[config.mk]
export PLATFORM = sky130hd
export DESIGN_NAME = bcd_conv_arbiter
export DESIGN_NICKNAME = d
export VERILOG_FILES = /design/src/rtl/bcd_conv_arbiter.sv
export SDC_FILE = /design/constraint.sdc
export NUM_CORES = 1
export LEC_CHECK = 0
export CORE_MARGIN = 2
export CORE_UTILIZATION = 50
export CTS_CLUSTER_SIZE = 40
export DETAILED_ROUTE_END_ITERATION = 6
export PLACE_DENSITY = 0.76
export SYNTH_ARGS = -nofsm -noshare
export SYNTH_HDL_FRONTEND = slang
export SYNTH_SLANG_ARGS = --single-unit
[constraint.sdc]
create_clock -name clk -period 3.4 [get_ports clk]
set_input_delay 0.34 -clock clk [delete_from_list [all_inputs] [get_ports clk]]
set_output_delay 0.34 -clock clk [all_outputs]
set_load 0.005 [all_outputs]
[src/rtl/bcd_conv_arbiter.sv]
// -----------------------------------------------------------------------------
// bcd_conv_arbiter
// Two-requester arbiter in front of a shared binary-to-BCD converter. It
// accepts one signed 16-bit operand at a time. The magnitude is converted with
// a 16-step double-dabble shift, and the result comes out as 5 packed BCD
// digits plus a sign bit.
//
// Parameters
//   RR       1 = round-robin between requesters, 0 = fixed priority (req[0])
// Ports
//   clk      clock, rising edge
//   rst      synchronous active-high reset
//   req      per-requester conversion request, held until granted
//   bin0     requester 0 operand (two's complement)
//   bin1     requester 1 operand (two's complement)
//   gnt      one-hot, one-cycle accept pulse
//   busy     high while a conversion is in flight (state != IDLE)
//   done     one-cycle result-valid pulse
//   done_id  requester index of the presented result
//   bcd      5 packed BCD digits of |operand|, [19:16] = ten-thousands
//   sign     1 when the operand was negative
// -----------------------------------------------------------------------------
module bcd_conv_arbiter #(
    parameter int unsigned RR = 1
) (
    input  logic               clk,
    input  logic               rst,
    input  logic [1:0]         req,
    input  logic signed [15:0] bin0,
    input  logic signed [15:0] bin1,
    output logic [1:0]         gnt,
    output logic               busy,
    output logic               done,
    output logic               done_id,
    output logic [19:0]        bcd,
    output logic               sign
);

    localparam int unsigned OP_W   = 16;
    localparam int unsigned BCD_W  = 20;
    localparam int unsigned NDIG   = 5;
    localparam int unsigned WORK_W = OP_W + BCD_W;
    localparam int unsigned CNT_W  = 5;
    localparam logic [CNT_W-1:0] LAST_CNT = CNT_W'(OP_W - 1);

    typedef enum logic [1:0] {
        IDLE  = 2'd0,
        SHIFT = 2'd1,
        DONE  = 2'd2
    } state_e;

    state_e              state_q,   state_d;
    logic [WORK_W-1:0]   work_q,    work_d;
    logic [CNT_W-1:0]    cnt_q,     cnt_d;
    logic                ptr_q,     ptr_d;
    logic                id_q,      id_d;
    logic                neg_q,     neg_d;
    logic [1:0]          gnt_q,     gnt_d;
    logic                busy_q,    busy_d;
    logic                done_q,    done_d;
    logic                done_id_q, done_id_d;
    logic [BCD_W-1:0]    bcd_q,     bcd_d;
    logic                sign_q,    sign_d;

    logic                win_c;
    logic signed [OP_W-1:0] op_c;
    logic [OP_W-1:0]     mag_c;
    logic [WORK_W-1:0]   adj_c;

    // Winner select: on a tie, round-robin picks the requester not served last.
    always_comb begin
        win_c = 1'b0;
        if (req == 2'b11) begin
            win_c = (RR != 0) ? ~ptr_q : 1'b0;
        end else begin
            win_c = req[1];
        end
    end

    // Operand mux and magnitude; -32768 wraps to 16'h8000, which is 32768 unsigned.
    always_comb begin
        op_c  = win_c ? bin1 : bin0;
        mag_c = op_c[OP_W-1] ? OP_W'(-op_c) : OP_W'(op_c);
    end

    // Double-dabble correction: add 3 to every BCD nibble that is >= 5.
    always_comb begin
        adj_c = work_q;
        for (int i = 0; i < int'(NDIG); i++) begin
            if (work_q[OP_W + 4*i +: 4] >= 4'd5) begin
                adj_c[OP_W + 4*i +: 4] = work_q[OP_W + 4*i +: 4] + 4'd3;
            end
        end
    end

    // Next-state and output logic.
    always_comb begin
        state_d   = state_q;
        work_d    = work_q;
        cnt_d     = cnt_q;
        ptr_d     = ptr_q;
        id_d      = id_q;
        neg_d     = neg_q;
        gnt_d     = 2'b00;
        done_d    = 1'b0;
        done_id_d = done_id_q;
        bcd_d     = bcd_q;
        sign_d    = sign_q;

        case (state_q)
            IDLE: begin
                if (req != 2'b00) begin
                    state_d = SHIFT;
                    gnt_d   = 2'(2'b01 << win_c);
                    id_d    = win_c;
                    ptr_d   = win_c;
                    neg_d   = op_c[OP_W-1];
                    work_d  = {{BCD_W{1'b0}}, mag_c};
                    cnt_d   = '0;
                end
            end
            SHIFT: begin
                work_d = {adj_c[WORK_W-2:0], 1'b0};
                cnt_d  = cnt_q + CNT_W'(1);
                if (cnt_q == LAST_CNT) begin
                    state_d   = DONE;
                    done_d    = 1'b1;
                    bcd_d     = work_d[WORK_W-1:OP_W];
                    sign_d    = neg_q;
                    done_id_d = id_q;
                end
            end
            DONE: begin
                state_d = IDLE;
            end
            default: begin
                state_d = IDLE;
            end
        endcase

        busy_d = (state_d != IDLE);
    end

    // State and output registers.
    always_ff @(posedge clk) begin
        if (rst) begin
            state_q   <= IDLE;
            work_q    <= '0;
            cnt_q     <= '0;
            ptr_q     <= 1'b1;
            id_q      <= 1'b0;
            neg_q     <= 1'b0;
            gnt_q     <= 2'b00;
            busy_q    <= 1'b0;
            done_q    <= 1'b0;
            done_id_q <= 1'b0;
            bcd_q     <= '0;
            sign_q    <= 1'b0;
        end else begin
            state_q   <= state_d;
            work_q    <= work_d;
            cnt_q     <= cnt_d;
            ptr_q     <= ptr_d;
            id_q      <= id_d;
            neg_q     <= neg_d;
            gnt_q     <= gnt_d;
            busy_q    <= busy_d;
            done_q    <= done_d;
            done_id_q <= done_id_d;
            bcd_q     <= bcd_d;
            sign_q    <= sign_d;
        end
    end

    assign gnt     = gnt_q;
    assign busy    = busy_q;
    assign done    = done_q;
    assign done_id = done_id_q;
    assign bcd     = bcd_q;
    assign sign    = sign_q;

endmodule

==> flow_summary_export.csv, run 1 <==
group,metric,value,unit
timing,period_needed,2.494,ns
power_and_ir_drop,leakage,1.674,nW
timing,grt_setup_unrepaired,"no",
clocking,cts_buffer_depth,2,
critical_path,worstPathRequired,3.62,ns
global_routing,grt_usage,22.79,%
critical_path,crit_buf_inv,1,
floorplan,core_area,0.007292,mm²
global_routing,antenna_found_initial,0,
routing,drtPass1Iterations,5,
timing,max_clock_freq,401.0,MHz
timing,tightest_slew,0.8793,ns
routing,drt_iter0_drc,213,
timing,fin_worst_skew,0.01165,ns
routing,drtAntennaViolNets,0,
power_and_ir_drop,powerDensity,396.9,mW/mm²
power_and_ir_drop,power_frac_seq,47.7,%
synthesis,syn_inst,465,
clocking,postCtsHoldBufs,0,
synthesis,synth.net_count,514,
clocking,cts_tree,"built",
global_routing,grt_max_degree,48,
timing,hold_viol,0,
synthesis,synth_area,0.003784,mm²
critical_path,crit_type,"in -> reg",
final_layout,area_delta_synth_final,23.35,%
global_routing,grt_pass1_wl,15680,µm
synthesis,synth_ff_type,"dfxtp_1",
synthesis,synth-seq-cells,72,
critical_path,cp_slowest_cell,"clkdlybuf4s50_1",
floorplan,design.portCount,62,
floorplan,start_util,51.89,%
routing,avgRoutedWirePerCell,14.61,µm
critical_path,critical_path.max_stage_delay,0.53,ns
global_routing,grt_pass1_vias,3391,
floorplan,rows,31,
routing,drt_wl_total,9042,µm
power_and_ir_drop,combinationalPowerShare,12.9,%
timing,tns,0,ns
power_and_ir_drop,p_sw,0.4714,mW
clocking,cts_buffers,9,
timing,slew_viol_final,0,
critical_path,crit_top_cell,"mux2i_1",
synthesis,yosys_warnings,0,
timing,min_period_over_period,73.35,%
routing,drc,0,
clocking,postCtsSetupBuffers,0,
power_and_ir_drop,clockPowerShare,39.4,%
clocking,cts_max_level,3,
critical_path,cp.arrival,2.71,ns
clocking,clockRootBuffer,"clkbuf_8",
final_layout,multi_input_area,0.002167,mm²
power_and_ir_drop,p_int,1.381,mW
synthesis,synth-async-reset-ratio,0,%
synthesis,synth_cell_types,47,
final_layout,layout_common_cells,"72 x dfxtp_1, 60 x clkdlybuf4s50_1, 46 x nor2_1, 45 x nand2_1, 44 x a21oi_1",
timing,setup_violations,0,
global_routing,overflow,0,
final_layout,diodes,0,
final_layout,fillers,648,
final_layout,regArea,0.001441,mm²
critical_path,path_cells,"clkdlybuf4s50_1, a21bo_1, mux2i_1, ha_1, nor3b_1, nand4_1, a22oi_1, mux2i_1, o22ai_1",
critical_path,cp_max_fo,7,
worst_hold_path,hp-class,"in -> reg",
place,gp_congestion,0.9086,
place,io_buffers,61,
final_layout,fin_util,64.00,%
routing,vias,3555,
clocking,ctsResizeCount,0,
floorplan,dieHeight,90.99,µm
power_and_ir_drop,p_sw_share,25.45,%
synthesis,yosysSeqAreaShare,38.10,%
final_layout,layout_commonest_cell,"dfxtp_1",
synthesis,synth-edff-count,0,
timing,slew_headroom,41.38,%
critical_path,cp-start-kind,"primary input",
routing,viasPerCell,5.743,
clocking,cts.sinks,72,
critical_path,cp-end-kind,"register",
synthesis,avgSynthCellArea,8.137,µm²
final_layout,final_nets,565,
floorplan,die_w,90.99,µm
clocking,clk_pin_slew_worst_paths,0.08,ns
critical_path,cpLargestDelayFamily,"compound AO/OA/AOI/OAI gates",
place,dpl.hpwl,6320,µm
power_and_ir_drop,vdd_drop_max,0.0001829,V
clocking,clk_latency,0.36,ns
run_status,outcome,"finished, final reports clean",
final_layout,layout-drive-gt1-share,6.538,%
job,drv_cap,0,
floorplan,dieArea,0.008279,mm²
## final timing paths
check | from | endpoint | slack [ns] | cells past startpoint
setup / recovery | req[0] | work_q[14] | 0.91 | 9
hold / removal | rst | work_q[30] | 0.43 | 2
setup reg to reg | ptr_q | work_q[14] | 1.05 | 8
hold reg to reg | bcd[2] | bcd[2] | 0.45 | 2
## power groups by stage
stage / Clock (mW) / Combinational (mW) / Sequential (mW)
CTS: 0.735 / 0.237 / 0.883
global placement: 0 / 0.233 / 0.902
floorplan: 0 / 0.147 / 0.899
finish: 0.730 / 0.239 / 0.883
detailed placement: 0 / 0.236 / 0.903
global route: 0.771 / 0.262 / 0.886
## layer usage
metal  wire (µm)  up-vias  share of wire [%]  GRT usage, %
li1            -     1780                  -             -
met1        4306     1672                 48         30.60
met5           0        -                  0             0
met3         429       10                4.7         3.817
met4         108        0                1.2         7.576
met2        4198       93                 46         37.28
## synthesized netlist by cell type, types with 7 or more instances
master	n	area [µm²]
a211oi_1	10	75.07
a21oi_1	44	220.2
a22oi_1	18	135.1
buf_2	7	35.03
clkbuf_1	22	82.58
dfxtp_1	72	1441
ha_1	13	162.7
inv_1	12	45.04
mux2i_1	22	220.2
nand2_1	45	168.9
nand3_1	24	120.1
nand4_1	8	50.05
nor2_1	46	172.7
nor3_1	19	95.09
nor3b_1	10	75.07
o21ai_0	16	80.08
o22ai_1	7	43.79
xnor2_1	9	78.83
## through the flow
| step | instances | hold slack (ns) | worst slack, ns | instance area, µm² | total power, mW |
|---|---|---|---|---|---|
| after floorplan | 465 | 0.4322 | 0.8647 | 3784 | 1.046 |
| after global placement | 604 | 0.4416 | 0.7318 | 4458 | 1.135 |
| after detailed placement | 604 | 0.4462 | 0.5755 | 4458 | 1.139 |
| after CTS | 619 | 0.4279 | 0.9399 | 4667 | 1.855 |
| after global routing | 619 | 0.4628 | 0.6392 | 4667 | 1.919 |
| final | 619 | 0.4287 | 0.9062 | 4667 | 1.852 |
## flip-flops by register name, indices dropped and copies added (netlist names)
signal / cells
work_q: 36
state_q: 2
bcd: 20
sign: 1
id_q: 1
done: 1
busy: 1
ptr_q: 1
cnt_q: 5
neg_q: 1
gnt: 2
done_id: 1
## kinds of logic (layout without fill, tap and decap cells)
family,Yosys count,after routing,synth area share (%)
compound gates,114,114,19.35
xor+xnor,11,11,2.546
fa+ha+maj,13,13,4.299
buf+inv,43,98,4.695
flops,72,72,38.10
mux,25,25,6.713
simple gates,187,187,24.31
## cell type report
| class | instances | area share (%) |
|---|---|---|
| clock inverter | 6 | 1.823 |
| sequential | 72 | 30.88 |
| tap | 99 | 2.654 |
| multi-input combinational | 350 | 46.43 |
| clock buffer | 9 | 2.654 |
| timing repair buffer | 71 | 14.58 |
| inverter | 12 | 0.9651 |
(Power assumes the default switching activity.)
==> run 2: changes to the inputs <==
clock period = 2.6 ns   (was 3.4 ns; I/O delays follow)
==> flow_summary_export.csv, run 2 (synthesis results as in run 1) <==
group,metric,value,unit
worst_hold_path,hp-class,"in -> reg",
critical_path,worstPathRequired,2.81,ns
critical_path,cp.arrival,2.46,ns
routing,viasPerCell,5.731,
final_layout,fin_util,65.41,%
global_routing,grt_usage,22.71,%
timing,fin_worst_skew,0.008751,ns
clocking,postCtsHoldBufs,0,
place,gp_congestion,0.9159,
final_layout,stdcell_count,629,
worst_hold_path,hold_depth,3,
critical_path,regToRegSetupSlack,0.36,ns
timing,slew_viol_final,0,
clocking,cts_max_level,3,
final_layout,area_delta_synth_final,26.06,%
floorplan,die_w,90.99,µm
clocking,clk_pin_slew_worst_paths,0.07,ns
timing,tightest_slew,0.7080,ns
timing,min_period_over_period,86.34,%
final_layout,layout-drive-gt1-share,8.302,%
power_and_ir_drop,leakage,1.737,nW
critical_path,cp_max_fo,4,
final_layout,top_register,"work_q",
timing,slew_headroom,52.80,%
power_and_ir_drop,total_power,2.563,mW
place,dp_slack,0.04981,ns
final_layout,layout_commonest_cell,"dfxtp_1",
floorplan,rows,31,
global_routing,grt_pass1_vias,3331,
global_routing,overflow,0,
worst_hold_path,holdCritStartpoint,"rst",
routing,drtPass1Iterations,5,
critical_path,crit_type,"in -> reg",
place,placed_area,0.004526,mm²
global_routing,grt_max_degree,72,
floorplan,dieHeight,90.99,µm
worst_hold_path,hold-path-endpoint,"work_q[14]",
final_layout,layout_common_cells,"72 x dfxtp_1, 60 x clkdlybuf4s50_1, 46 x nor2_1, 45 x nand2_1, 44 x a21oi_1",
final_layout,fin_area,0.004770,mm²
clocking,postCtsSetupBuffers,0,
clocking,cts_buffers,9,
timing,timing.hold.ws,0.4116,ns
global_routing,grt_pass1_wl,15520,µm
clocking,cts_buffer_depth,2,
clocking,ctsResizeCount,0,
critical_path,cp-end-kind,"register",
place,io_buffers,61,
power_and_ir_drop,vdd_drop_max,0.0002560,V
floorplan,design.portCount,62,
critical_path,r2r_end,"work_q[14]",
final_layout,diodes,0,
routing,vias,3605,
timing,max_clock_freq,445.5,MHz
timing,setup_violations,0,
power_and_ir_drop,powerDensity,537.3,mW/mm²
critical_path,cpLargestDelayFamily,"compound AO/OA/AOI/OAI gates",
routing,drtAntennaViolNets,0,
critical_path,path_cells,"clkdlybuf4s50_1, a21bo_1, mux2i_1, ha_1, nor3b_1, nand4_1, a22oi_1, mux2i_1, o22ai_1",
critical_path,timing.rr.start,"ptr_q",
routing,drc,0,
timing,worst_slack,0.3552,ns
job,drv_cap,0,
clocking,clk_latency,0.36,ns
clocking,cts_tree,"built",
timing,tns,0,ns
run_status,outcome,"finished, final reports clean",
routing,avgRoutedWirePerCell,14.49,µm
floorplan,dieArea,0.008279,mm²
critical_path,critical_path.max_stage_delay,0.41,ns
critical_path,crit_top_cell,"mux2i_1",
critical_path,cp_slowest_cell,"clkdlybuf4s50_1",
global_routing,antenna_found_initial,0,
place,placedCellCount,613,
timing,grt_setup_unrepaired,"no",
routing,drt_wl_total,9117,µm
clocking,cts.sinks,72,
final_layout,fillers,658,
final_layout,largest_reg_flops,36,
floorplan,core_area,0.007292,mm²
routing,drt_iter0_drc,204,
critical_path,cp-start-kind,"primary input",
place,dpl.hpwl,6397,µm
timing,hold_viol,0,
critical_path,crit_buf_inv,1,
clocking,clockRootBuffer,"clkbuf_8",
critical_path,reg2regPathDepth,8,
floorplan,start_util,51.89,%
final_layout,final_nets,574,
timing,period_needed,2.245,ns
run 2: cell count changes in the layout (fill, tap and decap cells not counted), sizes merged:
cell      previous run  this run
buf                 11        20
clkinv               2         3
bufinv               2         3
clkinvlp             2         1
run 2: layout make-up:
class	count	area [µm²]	share of cell area, %
Multi-Input combinational cell	350	2167	45.44
Tap cell	99	123.9	2.597
Inverter	12	45.04	0.9444
Timing Repair Buffer	80	748.2	15.69
Clock inverter	7	120.1	2.518
Sequential cell	72	1441	30.22
Clock buffer	9	123.9	2.597
run 2: routing by layer:
| metal | routed length, µm | share of wire [%] | global-route usage, % | vias up |
|---|---|---|---|---|
| met3 | 481 | 5.3 | 4.066 | 13 |
| met1 | 4180 | 46 | 29.87 | 1681 |
| met2 | 4318 | 47 | 37.90 | 109 |
| met4 | 137 | 1.5 | 7.071 | 0 |
| li1 | - | - | - | 1802 |
| met5 | 0 | 0 | 0 | - |
run 2: where the power goes:
part	switching (mW)	leakage, nW	internal (mW)
clock	0.441	0.119	0.638
combinational	0.175	1.03	0.152
sequential	0.0204	0.584	1.14
total	0.637	1.74	1.93
run 2: worst reg2reg max path, cell delays in order (launching register included):
cell	delay (ns)
dfxtp_1	0.37
a21bo_1	0.23
mux2i_1	0.32
ha_1	0.23
nor3b_1	0.22
nand4_1	0.18
a22oi_1	0.25
mux2i_1	0.21
o22ai_1	0.09
run 2: how the worst max path moves through the flow:
stage / from / endpoint / slack, ns / cells after the start
floorplan: ptr_q / work_q[14] / 0.13 / 11
global placement: req[1] / work_q[14] / 0.15 / 9
detailed placement: req[1] / work_q[14] / 0.05 / 9
CTS: req[1] / work_q[14] / 0.40 / 9
global route: req[1] / work_q[14] / 0.16 / 9
finish: req[1] / work_q[14] / 0.36 / 9
==> run 3: changes to the inputs <==
CORE_UTILIZATION = 53   (was 50)
PLACE_DENSITY = 0.79   (was 0.76)
==> flow_summary_export.csv, run 3 (synthesis results as in run 1) <==
group,metric,value,unit
critical_path,path_cells,"clkdlybuf4s50_1, a21bo_1, mux2i_1, ha_1, nor3b_1, nand4_1, a22oi_1, mux2i_1, o22ai_1",
clocking,cts_max_level,3,
critical_path,crit_type,"in -> reg",
power_and_ir_drop,p_sw,0.6221,mW
clocking,clockRootBuffer,"clkbuf_8",
power_and_ir_drop,clockPowerShare,42.3,%
timing,timing.hold.ws,0.4535,ns
critical_path,cp_slowest_cell,"clkdlybuf4s50_1",
power_and_ir_drop,vdd_drop_max,0.0003053,V
floorplan,design.portCount,62,
timing,worst_slack,0.3766,ns
critical_path,cp-start-kind,"primary input",
clocking,cts.sinks,72,
timing,grt_setup_unrepaired,"no",
final_layout,multi_input_area,0.002167,mm²
clocking,clk_pin_slew_worst_paths,0.07,ns
final_layout,regArea,0.001441,mm²
final_layout,layout-drive-gt1-share,7.238,%
clocking,postCtsSetupBuffers,0,
final_layout,diodes,0,
global_routing,grt_pass1_vias,3386,
final_layout,fin_util,69.22,%
routing,drt_iter0_drc,213,
clocking,postCtsHoldBufs,0,
final_layout,final_nets,569,
floorplan,start_util,55.08,%
place,dp_slack,0.05259,ns
critical_path,worstPathRequired,2.80,ns
timing,min_period_over_period,85.51,%
global_routing,antenna_found_initial,0,
global_routing,grt_pass1_wl,15300,µm
timing,max_clock_freq,449.8,MHz
floorplan,dieArea,0.007830,mm²
clocking,cts_buffers,9,
critical_path,cp_max_fo,4,
power_and_ir_drop,leakage,1.723,nW
timing,fin_worst_skew,0.009192,ns
place,placedCellCount,605,
clocking,cts_tree,"built",
place,dpl.hpwl,6575,µm
timing,slew_viol_final,0,
routing,drtPass1Iterations,5,
run_status,outcome,"finished, final reports clean",
final_layout,largest_reg_flops,36,
floorplan,core_area,0.006869,mm²
floorplan,dieHeight,88.49,µm
floorplan,die_w,88.49,µm
clocking,ctsResizeCount,0,
final_layout,area_delta_synth_final,25.66,%
final_layout,fillers,530,
critical_path,cpLargestDelayFamily,"compound AO/OA/AOI/OAI gates",
final_layout,stdcell_count,621,
power_and_ir_drop,power_frac_seq,45.0,%
power_and_ir_drop,p_sw_share,24.20,%
power_and_ir_drop,total_power,2.570,mW
routing,viasPerCell,5.845,
critical_path,critical_path.max_stage_delay,0.51,ns
critical_path,cp.arrival,2.43,ns
power_and_ir_drop,combinationalPowerShare,12.7,%
routing,vias,3630,
final_layout,fin_area,0.004755,mm²
final_layout,layout_common_cells,"72 x dfxtp_1, 60 x clkdlybuf4s50_1, 46 x nor2_1, 45 x nand2_1, 44 x a21oi_1",
job,drv_cap,0,
timing,tns,0,ns
clocking,cts_buffer_depth,2,
place,placed_area,0.004509,mm²
timing,hold_viol,0,
floorplan,rows,30,
place,io_buffers,61,
timing,setup_violations,0,
timing,period_needed,2.223,ns
global_routing,grt_usage,25.00,%
critical_path,cp-end-kind,"register",
power_and_ir_drop,powerDensity,540.6,mW/mm²
critical_path,crit_top_cell,"mux2i_1",
place,gp_congestion,0.9364,
worst_hold_path,hp-class,"reg -> reg",
routing,avgRoutedWirePerCell,15.06,µm
routing,drtAntennaViolNets,0,
routing,drt_wl_total,9353,µm
critical_path,crit_buf_inv,1,
global_routing,overflow,0,
timing,tightest_slew,0.8953,ns
final_layout,top_register,"work_q",
power_and_ir_drop,p_int,1.948,mW
clocking,clk_latency,0.35,ns
routing,drc,0,
global_routing,grt_max_degree,72,
final_layout,layout_commonest_cell,"dfxtp_1",
timing,slew_headroom,40.31,%
-- run 3: changes by cell type in the layout (fill, tap and decap cells not counted), sizes merged --
cell | before | now
clkinvlp | 1 | 0
clkinv | 3 | 2
buf | 20 | 15
clkbuf | 9 | 11
-- run 3: per-layer routing --
metal  GRT usage (%)  part of all wire, %  up-vias
li1                -                    -     1789
met1           32.64                   47     1708
met2           41.01                   47      115
met3           3.638                  4.6       18
met4           11.29                  2.0        0
met5               0                    0        -
-- run 3: worst paths after layout --
path / start / to / slack, ns / depth (start not counted)
hold reg to reg: bcd[5] / bcd[5] / 0.45 / 2
hold / removal: bcd[5] / bcd[5] / 0.45 / 2
setup reg to reg: ptr_q / work_q[14] / 0.47 / 8
setup / recovery: req[1] / work_q[14] / 0.38 / 9
-- run 3: worst reg2reg max path, stage by stage (launching register included) --
cell	delay [ns]
dfxtp_1	0.35
a21bo_1	0.19
mux2i_1	0.29
ha_1	0.22
nor3b_1	0.19
nand4_1	0.17
a22oi_1	0.26
mux2i_1	0.22
o22ai_1	0.09
-- run 3: area by class of cell --
cell class              count  share of cell area (%)
clock inverters             5                   2.184
multi-input cells         350                   45.58
flip-flops and latches     72                   30.32
inverters                  12                  0.9474
well taps                  96                   2.526
repair buffers             75                   15.47
clock buffers              11                   2.974
-- run 3: power by group through the flow --
| stage | Sequential [mW] | Combinational (mW) | Clock [mW] |
|---|---|---|---|
| floorplan | 1.18 | 0.193 | 0 |
| global placement | 1.18 | 0.317 | 0 |
| detailed placement | 1.18 | 0.323 | 0 |
| CTS | 1.16 | 0.324 | 1.09 |
| global route | 1.16 | 0.354 | 1.14 |
| finish | 1.16 | 0.327 | 1.09 |
